`src/rtl/zero_stuff_pkg.sv`:
```
// Shared types and helpers for the zero-stuffing serializer slice.
package zero_stuff_pkg;

    localparam int DEFAULT_WIDTH = 5;
    localparam int MAX_WIDTH     = 32;

    typedef enum logic [1:0] {
        IDLE,
        DATA,
        STUFF
    } state_t;

    // Zero-extending a narrower word adds no 1-1 pairs, so one fixed width serves every WIDTH.
    function automatic int unsigned stuff_count(input logic [MAX_WIDTH-1:0] word);
        int unsigned n;
        n = 0;
        for (int i = 0; i < MAX_WIDTH - 1; i++) begin
            if (word[i+1] && word[i]) begin
                n = n + 1;
            end
        end
        return n;
    endfunction

endpackage

```
`src/rtl/zero_stuff_pair_detect.sv`:
```
// Flags every adjacent pair of ones in a word: mask[i] = word[i+1] & word[i].
module zero_stuff_pair_detect #(
    parameter int WIDTH = 5
) (
    input  logic [WIDTH-1:0] word,
    output logic [WIDTH-2:0] mask
);

    assign mask = word[WIDTH-1:1] & word[WIDTH-2:0];

endmodule

```
`src/rtl/zero_stuff_serializer.sv`:
```
// Word-in, bit-out serializer that inserts a 0 between adjacent 1s, MSB first.
// Optional stuff_cnt output is enabled by defining ZERO_STUFF_COUNT_EN.
module zero_stuff_serializer
    import zero_stuff_pkg::*;
#(
    parameter int WIDTH = DEFAULT_WIDTH
) (
    input  logic             clk,
    input  logic             rst_n,
    input  logic             in_valid,
    output logic             in_ready,
    input  logic [WIDTH-1:0] in_data,
    output logic             out_valid,
    input  logic             out_ready,
    output logic             out_bit,
    output logic             out_last,
    output logic             busy
`ifdef ZERO_STUFF_COUNT_EN
    ,
    output logic [$clog2(WIDTH)-1:0] stuff_cnt
`endif
);

    localparam int IDX_W = $clog2(WIDTH);
    localparam int PAD_W = 1 << IDX_W;

    state_t           state;
    logic [WIDTH-1:0] word_q;
    logic [IDX_W-1:0] idx;
    logic [IDX_W-1:0] idx_m1;
    logic [WIDTH-2:0] mask;
    logic [PAD_W-1:0] mask_pad;
    logic             accept;
    logic             xfer;

    zero_stuff_pair_detect #(.WIDTH(WIDTH)) u_pair_detect (
        .word (word_q),
        .mask (mask)
    );

    // Padding lets the mask be indexed with the full idx width.
    assign mask_pad = PAD_W'(mask);
    assign idx_m1   = idx - IDX_W'(1);
    assign accept   = in_valid && in_ready;
    assign xfer     = out_valid && out_ready;

    always_ff @(posedge clk) begin
        if (!rst_n) begin
            state     <= IDLE;
            word_q    <= '0;
            idx       <= '0;
            in_ready  <= 1'b1;
            out_valid <= 1'b0;
            out_bit   <= 1'b0;
            out_last  <= 1'b0;
            busy      <= 1'b0;
        end else begin
            case (state)
                IDLE: begin
                    if (accept) begin
                        state     <= DATA;
                        word_q    <= in_data;
                        idx       <= IDX_W'(WIDTH - 1);
                        in_ready  <= 1'b0;
                        out_valid <= 1'b1;
                        out_bit   <= in_data[WIDTH-1];
                        out_last  <= 1'b0;
                        busy      <= 1'b1;
                    end
                end
                DATA: begin
                    if (xfer) begin
                        if (idx == '0) begin
                            state     <= IDLE;
                            in_ready  <= 1'b1;
                            out_valid <= 1'b0;
                            out_last  <= 1'b0;
                            busy      <= 1'b0;
                        end else if (mask_pad[idx_m1]) begin
                            state    <= STUFF;
                            out_bit  <= 1'b0;
                            out_last <= 1'b0;
                        end else begin
                            idx      <= idx_m1;
                            out_bit  <= word_q[idx_m1];
                            out_last <= (idx_m1 == '0);
                        end
                    end
                end
                STUFF: begin
                    if (xfer) begin
                        state    <= DATA;
                        idx      <= idx_m1;
                        out_bit  <= word_q[idx_m1];
                        out_last <= (idx_m1 == '0);
                    end
                end
                default: begin
                    state     <= IDLE;
                    in_ready  <= 1'b1;
                    out_valid <= 1'b0;
                    out_last  <= 1'b0;
                    busy      <= 1'b0;
                end
            endcase
        end
    end

`ifdef ZERO_STUFF_COUNT_EN
    always_ff @(posedge clk) begin
        if (!rst_n) begin
            stuff_cnt <= '0;
        end else if (state == IDLE && accept) begin
            stuff_cnt <= IDX_W'(stuff_count(MAX_WIDTH'(in_data)));
        end
    end
`endif

endmodule

```
`config.mk`:
```
export PLATFORM = sky130hd
export DESIGN_NAME = zero_stuff_serializer
export DESIGN_NICKNAME = d
export VERILOG_FILES = /design/src/rtl/zero_stuff_pkg.sv /design/src/rtl/zero_stuff_pair_detect.sv /design/src/rtl/zero_stuff_serializer.sv
export SDC_FILE = /design/constraint.sdc
export NUM_CORES = 1
export LEC_CHECK = 0
export ABC_CLOCK_PERIOD_IN_PS = 2000
export CORE_MARGIN = 2
export CORE_UTILIZATION = 48
export CTS_BUF_LIST = sky130_fd_sc_hd__clkbuf_8
export CTS_CLUSTER_SIZE = 14
export DETAILED_ROUTE_END_ITERATION = 8
export DONT_BUFFER_PORTS = 1
export PLACE_DENSITY_LB_ADDON = 0.1
export SETUP_SLACK_MARGIN = 0.4
export SLEW_MARGIN = 10
export SYNTH_ARGS = -nofsm -noshare
export SYNTH_HDL_FRONTEND = slang
export SYNTH_HIERARCHICAL = 1
export SYNTH_SLANG_ARGS = --single-unit
```
`constraint.sdc`:
```
create_clock -name clk -period 2 [get_ports clk]
set_input_delay 0.5 -clock clk [delete_from_list [all_inputs] [get_ports clk]]
set_output_delay 0.5 -clock clk [all_outputs]
set_load 0.02 [all_outputs]
```
# Yosys cells after proc, flatten, opt, wreduce, memory -nomap -nowiden
# Index checks and enable logic that the tools add are counted.
# op_classes
reduce_logical	12
shifts	0
div_mod_pow	0
multipliers	0
muxes	35
eq_ne	9
n_addsub	1
bitwise	2
order_cmp	1
# op_table
op	count
1-bit 2-to-1 mux	17
3-bit 2-to-1 mux	5
2-bit inequality test, second input constant	6
1-bit one-hot mux with 3 select lines	4
2-bit 2-to-1 mux	5
3-bit one-hot mux with 3 select lines	1
4-bit AND reduction	2
1-bit binary-select mux with 3-bit select	2
3-bit zero test	2
2-bit one-hot mux with 3 select lines	1
6-bit AND reduction	1
5-bit AND reduction	1
4-bit bitwise AND	1
3-bit by 4-bit < comparator with 1-bit output, second input constant	1
3-bit inequality test, second input constant	1
3-bit AND reduction	1
3-bit nonzero test	1
3-bit by 1-bit subtractor with 3-bit output, second input constant	1
2-bit by 1-bit == test with 1-bit output, second input constant	1
2-bit == test, second input constant	1
1-bit logical AND	2
2-bit zero test	1
2-bit AND reduction	1
1-bit NOT	1
# word_totals
input_bits	9
mem_count	0
elab_cells	67
out_inout_bits	5
ram_bits	0
romBits	0
latch_bits	0
ff_bits	14

# Logic depth before layout (Yosys ltp)
# depth
depth_word	7
ltp_mapped	6
mapped_depth_nobuf	6

# Cells and area by module
# Netlist, hierarchy kept.
# modules_own_cells
mod	area_each_um2	instances	seq_area_each_um2	cells_each
zero_stuff_serializer	852.1	1	280.3	88
zero_stuff_pair_detect	25.0	1	0.0	4

# Worst setup path after synthesis
# No wires, ideal clock.
# synth_path
kind	reg2reg
from	reg state[1]
to	reg idx[0]
path_slack_ns	0.239
required_ns	1.877
arrival_time_ns	1.638
period_less_slack_ns	1.761
stages_incl_launch_ff	7
n_path_buf	0
setup_time_ns	0.123
path_cell_list	dfxtp_1 -> inv_1 -> ha_1 -> a21boi_1 -> a211oi_2 -> nand3_1 -> mux2i_1
# synth_between
elab_chain_cells	3
word_cells_on_any_way	11
classes_between	eq/ne: 7; mux: 1; reduce/logical: 3
# synth_lines
element	line_no	source
start: declaration	zero_stuff_serializer.sv:27	state_t state;
start signal: assignment	zero_stuff_serializer.sv:49	state <= IDLE;
start signal: assignment	zero_stuff_serializer.sv:61	state <= DATA;
start signal: assignment	zero_stuff_serializer.sv:74	state <= IDLE;
2-bit by 1-bit == test with 1-bit output (tied with other cells)	zero_stuff_serializer.sv:58	case (state)
2-bit inequality test (no source line) or 3-bit nonzero test (tied branches)	--	
6-bit AND reduction (no source line)	--	
end signal: assignment	zero_stuff_serializer.sv:63	idx <= IDX_W'(WIDTH - 1);
end signal: assignment	zero_stuff_serializer.sv:84	idx <= idx_m1;
end signal: assignment	zero_stuff_serializer.sv:93	idx <= idx_m1;
end: declaration	zero_stuff_serializer.sv:29	logic [IDX_W-1:0] idx;
# Several ways; a longest one is shown, not always the timed one.
# A chain may end at the register's enable or synchronous reset.

# Worst setup path in the final report
# layout_path
from	reg idx[0]
to	reg state[0]
# layout_between
elab_chain_cells	5
word_cells_on_any_way	9
classes_between	add/sub: 1; eq/ne: 1; mux: 5; reduce/logical: 2
# layout_lines
element	line_no	source
3-bit by 1-bit subtractor with 3-bit output	zero_stuff_serializer.sv:43	assign idx_m1 = idx - IDX_W'(1);
1-bit binary-select mux with 3-bit select	zero_stuff_serializer.sv:79	end else if (mask_pad[idx_m1]) begin
1-bit 2-to-1 mux (not written as such)	zero_stuff_serializer.sv:79	
3-bit inequality test (no source line)	--	
4-bit AND reduction (no source line)	--	
end signal: assignment	zero_stuff_serializer.sv:74	
end signal: assignment	zero_stuff_serializer.sv:80	state <= STUFF;
end signal: assignment	zero_stuff_serializer.sv:92	state <= DATA;
# Several ways; a longest one is shown, not always the timed one. The select of a mux whose other input is x is not followed.

==> impl_metrics.csv <==
group,metric,value,unit
run_status,status,"complete, no violations",
power_and_ir_drop,leakagePower,0.5004,nW
global_route,global_route.overflow_total,0,
synthesis,sequential_to_total_area_share_from_yosys_stat,0.3195,
power_and_ir_drop,power.combinational.fraction,0.576,
min_path,hold_path_end,"in_ready$_SDFFE_PN1P_",
setup_path,setup.worst_path.start,"idx[0]$_SDFFE_PN0P_",
die,io_pins,14,
layout,postLayoutCoreUtil,0.6630,
setup_path,rr_startpoint,"idx[0]$_SDFFE_PN0P_",
clocking,tritoncts,"built",
die,chipHeight,46.75,um
setup_path,critPathLaunchType,"flip-flop",
placed_design,placedInstanceArea,959.7,um2
timing,timing.setup.tns,0,ps
synthesis,asyncSetResetFlopFracSynth,0,
power_and_ir_drop,p_total,1.706,mW
global_route,grt_pass1_vias,670,
setup_path,worstSetupPathType,"reg2reg",
clocking,number_of_hold_buffers_added_after_cts,0,
timing,worstMarginPinSlew,383.7,ps
synthesis,yosys_warn_count,6,
min_path,timing.hold.worst.start,"rst_n",
layout,final_standard_cell_area_without_fillers,1145,um2
clocking,clk_pin_slew_worst_paths,60,ps
timing,fin_crit_sh,0.8248,
setup_path,crit_arrival,1810,ps
flow_run,maxCapViolCount,0,
global_route,global_route.usage.total,0.1957,
timing,fmax,606.2,MHz
synthesis,postSynthAreaPerCell,9.534,um2
setup_path,critical_path_cell_with_the_highest_stage_delay,"sky130_fd_sc_hd__dfxtp_4",
power_and_ir_drop,cell_internal_pwr,1.026,mW
clocking,cts_root_buf,"sky130_fd_sc_hd__clkbuf_8",
clocking,clock_tree.buffer_depth,2,
die,initial_utilization,0.5080,
power_and_ir_drop,p_seq_frac,0.284,
power_and_ir_drop,p_sw,0.6801,mW
synthesis,syn_area,877.1,um2
min_path,min_delay_path_depth,1,
route,drcViolationCount,0,
timing,timing_hold_violations_final,0,
power_and_ir_drop,netSwitchingFraction,0.3986,
placed_design,place.gp.congestion,0.7902,
synthesis,synth.net_count,109,
setup_path,reg2reg_setup_slack,350,ps
setup_path,endpoint_kind,"flip-flop",
synthesis,post_synth_num_cell_types,31,
route,route.final.wire_length,1854,um
die,die_area,2185,um2
clocking,htree_levels,1,
timing,fin_worst_skew,4.530,ps
route,route.vias.total,696,
setup_path,worstPathRequired,2160,ps
layout,n_antenna_cell,0,
timing,rsz0062_at_grt,"true",
min_path,kind_of_path_behind_the_tightest_hold_check,"in2reg",
placed_design,placement.io_buffers,0,
setup_path,r2r.worst_path.cells,6,
clocking,cts_buffers,3,
route,drt_iter0_drc,11,
setup_path,cell_by_cell_trace_of_the_critical_path,"inv_4 > ha_4 > mux4_2 > and2_4 > o21ai_4 > mux2i_1",
timing,final.min_clock_period,1650,ps
die,number_of_placement_rows,15,
setup_path,critPathTopFamily,"multiplexers",
clocking,clock_latency,250,ps
route,routed_wire_length_per_instance,14.37,um
setup_path,cp_num_buf_inv,1,
layout,finish.net_count,122,
synthesis,ys_seq_elements,14,
timing,maxSlewHeadroom,0.7430,
die,core-area,1727,um2
route,detail_route.vias_per_cell,5.395,
layout,synthToLayoutAreaGrowth,30.53,%
timing,timing.final.max_slew_violations,0,
synthesis,count_of_flip_flops_with_a_built_in_enable_after_synthesis,0,
synthesis,yosys_most_used_dff,"sky130_fd_sc_hd__dfxtp_1",
setup_path,timing.critical_path.fanout_max,4,
power_and_ir_drop,clkPwrFrac,0.140,
placed_design,dpl.hpwl,1285,um
route,drt_pass1_iterations,3,
die,dieWidth,46.75,um
global_route,grt_antenna_before_repair,0,
power_and_ir_drop,irDropWorstVdd,0.8247,mV
route,number_of_antenna_violating_nets_in_the_routed_design,0,
timing,setup-violations-final,0,
global_route,wire_length_of_the_first_global_routing_pass,2939,um
synthesis,mapped_cells,92,
power_and_ir_drop,power_density,1490,nW/um2
setup_path,regToRegEndpoint,"state[0]$_SDFFE_PN0P_",
clocking,clock-sinks,14,
layout,final_layout_size_suffix_gt1_frac,0.3654,
global_route,maximum_number_of_pins_on_one_net_before_global_route_repair,11,
setup_path,timing.critical_path.slowest_cell_delay,370,ps
==> registers in the layout, summed over array words and instances, names as in the netlist <==
| signal | count |
|---|---|
| busy | 1 |
| idx | 3 |
| word_q | 5 |
| state | 2 |
| in_ready | 1 |
| out_bit | 1 |
| out_last | 1 |
==> kinds of logic after synthesis <==
group / synth area share
AO/OA/AOI/OAI: 0.1327
XOR/XNOR: 0.009988
adder cells (fa/ha/maj): 0.1141
buffers and inverters: 0.05135
flip-flops: 0.3195
multiplexers: 0.1940
AND/OR/NAND/NOR: 0.1783
==> through the flow <==
stage               instances  hold slack, ps  setup slack, ps
detailed placement        117           476.2            275.3
CTS                       126           315.6            350.7
floorplan                  92           438.1            396.2
global placement          117           445.6            296.7
finish                    129           327.9            350.4
global route              129           317.7            293.1
==> power by group through the flow <==
stage	clock [mW]	sequential (mW)	combinational [mW]
after CTS	0.244	0.483	0.889
after detailed placement	0	0.478	0.730
after floorplan	0	0.470	0.596
final	0.239	0.484	0.982
after global routing	0.258	0.498	1.06
after global placement	0	0.474	0.722
==> cells in the final DEF (no fill, tap or decap), types with 2 or more instances in the layout <==
cell type | Yosys | final
sky130_fd_sc_hd__a21boi_4 | 0 | 2
sky130_fd_sc_hd__a21oi_1 | 2 | 2
sky130_fd_sc_hd__a31oi_1 | 3 | 3
sky130_fd_sc_hd__and2_1 | 5 | 4
sky130_fd_sc_hd__buf_4 | 2 | 9
sky130_fd_sc_hd__clkbuf_8 | 0 | 3
sky130_fd_sc_hd__dfxtp_1 | 14 | 10
sky130_fd_sc_hd__dfxtp_4 | 0 | 3
sky130_fd_sc_hd__ha_1 | 8 | 4
sky130_fd_sc_hd__ha_4 | 0 | 3
sky130_fd_sc_hd__inv_1 | 7 | 4
sky130_fd_sc_hd__inv_2 | 0 | 3
sky130_fd_sc_hd__mux2i_1 | 11 | 11
sky130_fd_sc_hd__mux4_2 | 1 | 2
sky130_fd_sc_hd__nand2_1 | 9 | 9
sky130_fd_sc_hd__nand3_1 | 4 | 3
sky130_fd_sc_hd__nor2_1 | 7 | 7
==> routing by layer <==
metal | vias up | share of wire | track usage
met1 | 330 | 0.46 | 0.2488
met4 | 0 | 0.028 | 0.1167
met3 | 6 | 0.038 | 0.04615
met5 | - | 0 | 0
li1 | 346 | - | -
met2 | 14 | 0.48 | 0.3028
==> synthesized netlist by cell type (2+ instances only) <==
cell | count | area [um2]
sky130_fd_sc_hd__dfxtp_1 | 14 | 280.3
sky130_fd_sc_hd__mux2i_1 | 11 | 110.1
sky130_fd_sc_hd__nand2_1 | 9 | 33.78
sky130_fd_sc_hd__ha_1 | 8 | 100.1
sky130_fd_sc_hd__inv_1 | 7 | 26.28
sky130_fd_sc_hd__nor2_1 | 7 | 26.28
sky130_fd_sc_hd__and2_1 | 5 | 31.28
sky130_fd_sc_hd__nand3_1 | 4 | 20.02
sky130_fd_sc_hd__a31oi_1 | 3 | 18.77
sky130_fd_sc_hd__a21oi_1 | 2 | 10.01
sky130_fd_sc_hd__buf_4 | 2 | 15.01
==> final cells by class <==
cell class / instances / area, um2
fillers: 153 / 581.8
inverters: 8 / 32.53
well taps: 25 / 31.28
flip-flops and latches: 14 / 292.8
clock buffers: 3 / 41.29
multi-input cells: 68 / 664.4
repair buffers: 10 / 78.83
clock inverters: 1 / 3.754
==> repair_timing <==
action | 4_1_cts | 5_1_grt
gates resized for setup | 13 | 6
endpoints found under the hold margin | 0 | 0
setup endpoints to repair | 9 | 9
pin swaps | 8 | 4
cloned | 0 | 0
buffers inserted | 5 | 3
==> worst max-delay path by stage <==
stage	to	slack, ps	depth (start not counted)
6_report	state[0]$_SDFFE_PN0P_	350	6
5_1_grt	state[0]$_SDFFE_PN0P_	290	6
4_1_cts	state[0]$_SDFFE_PN0P_	350	6
3_5_place_dp	state[0]$_SDFFE_PN0P_	280	6
3_3_place_gp	idx[0]$_SDFFE_PN0P_	300	6
2_1_floorplan	in_ready$_SDFFE_PN1P_	400	6
No activity file was read; power rests on OpenSTA's default activity.
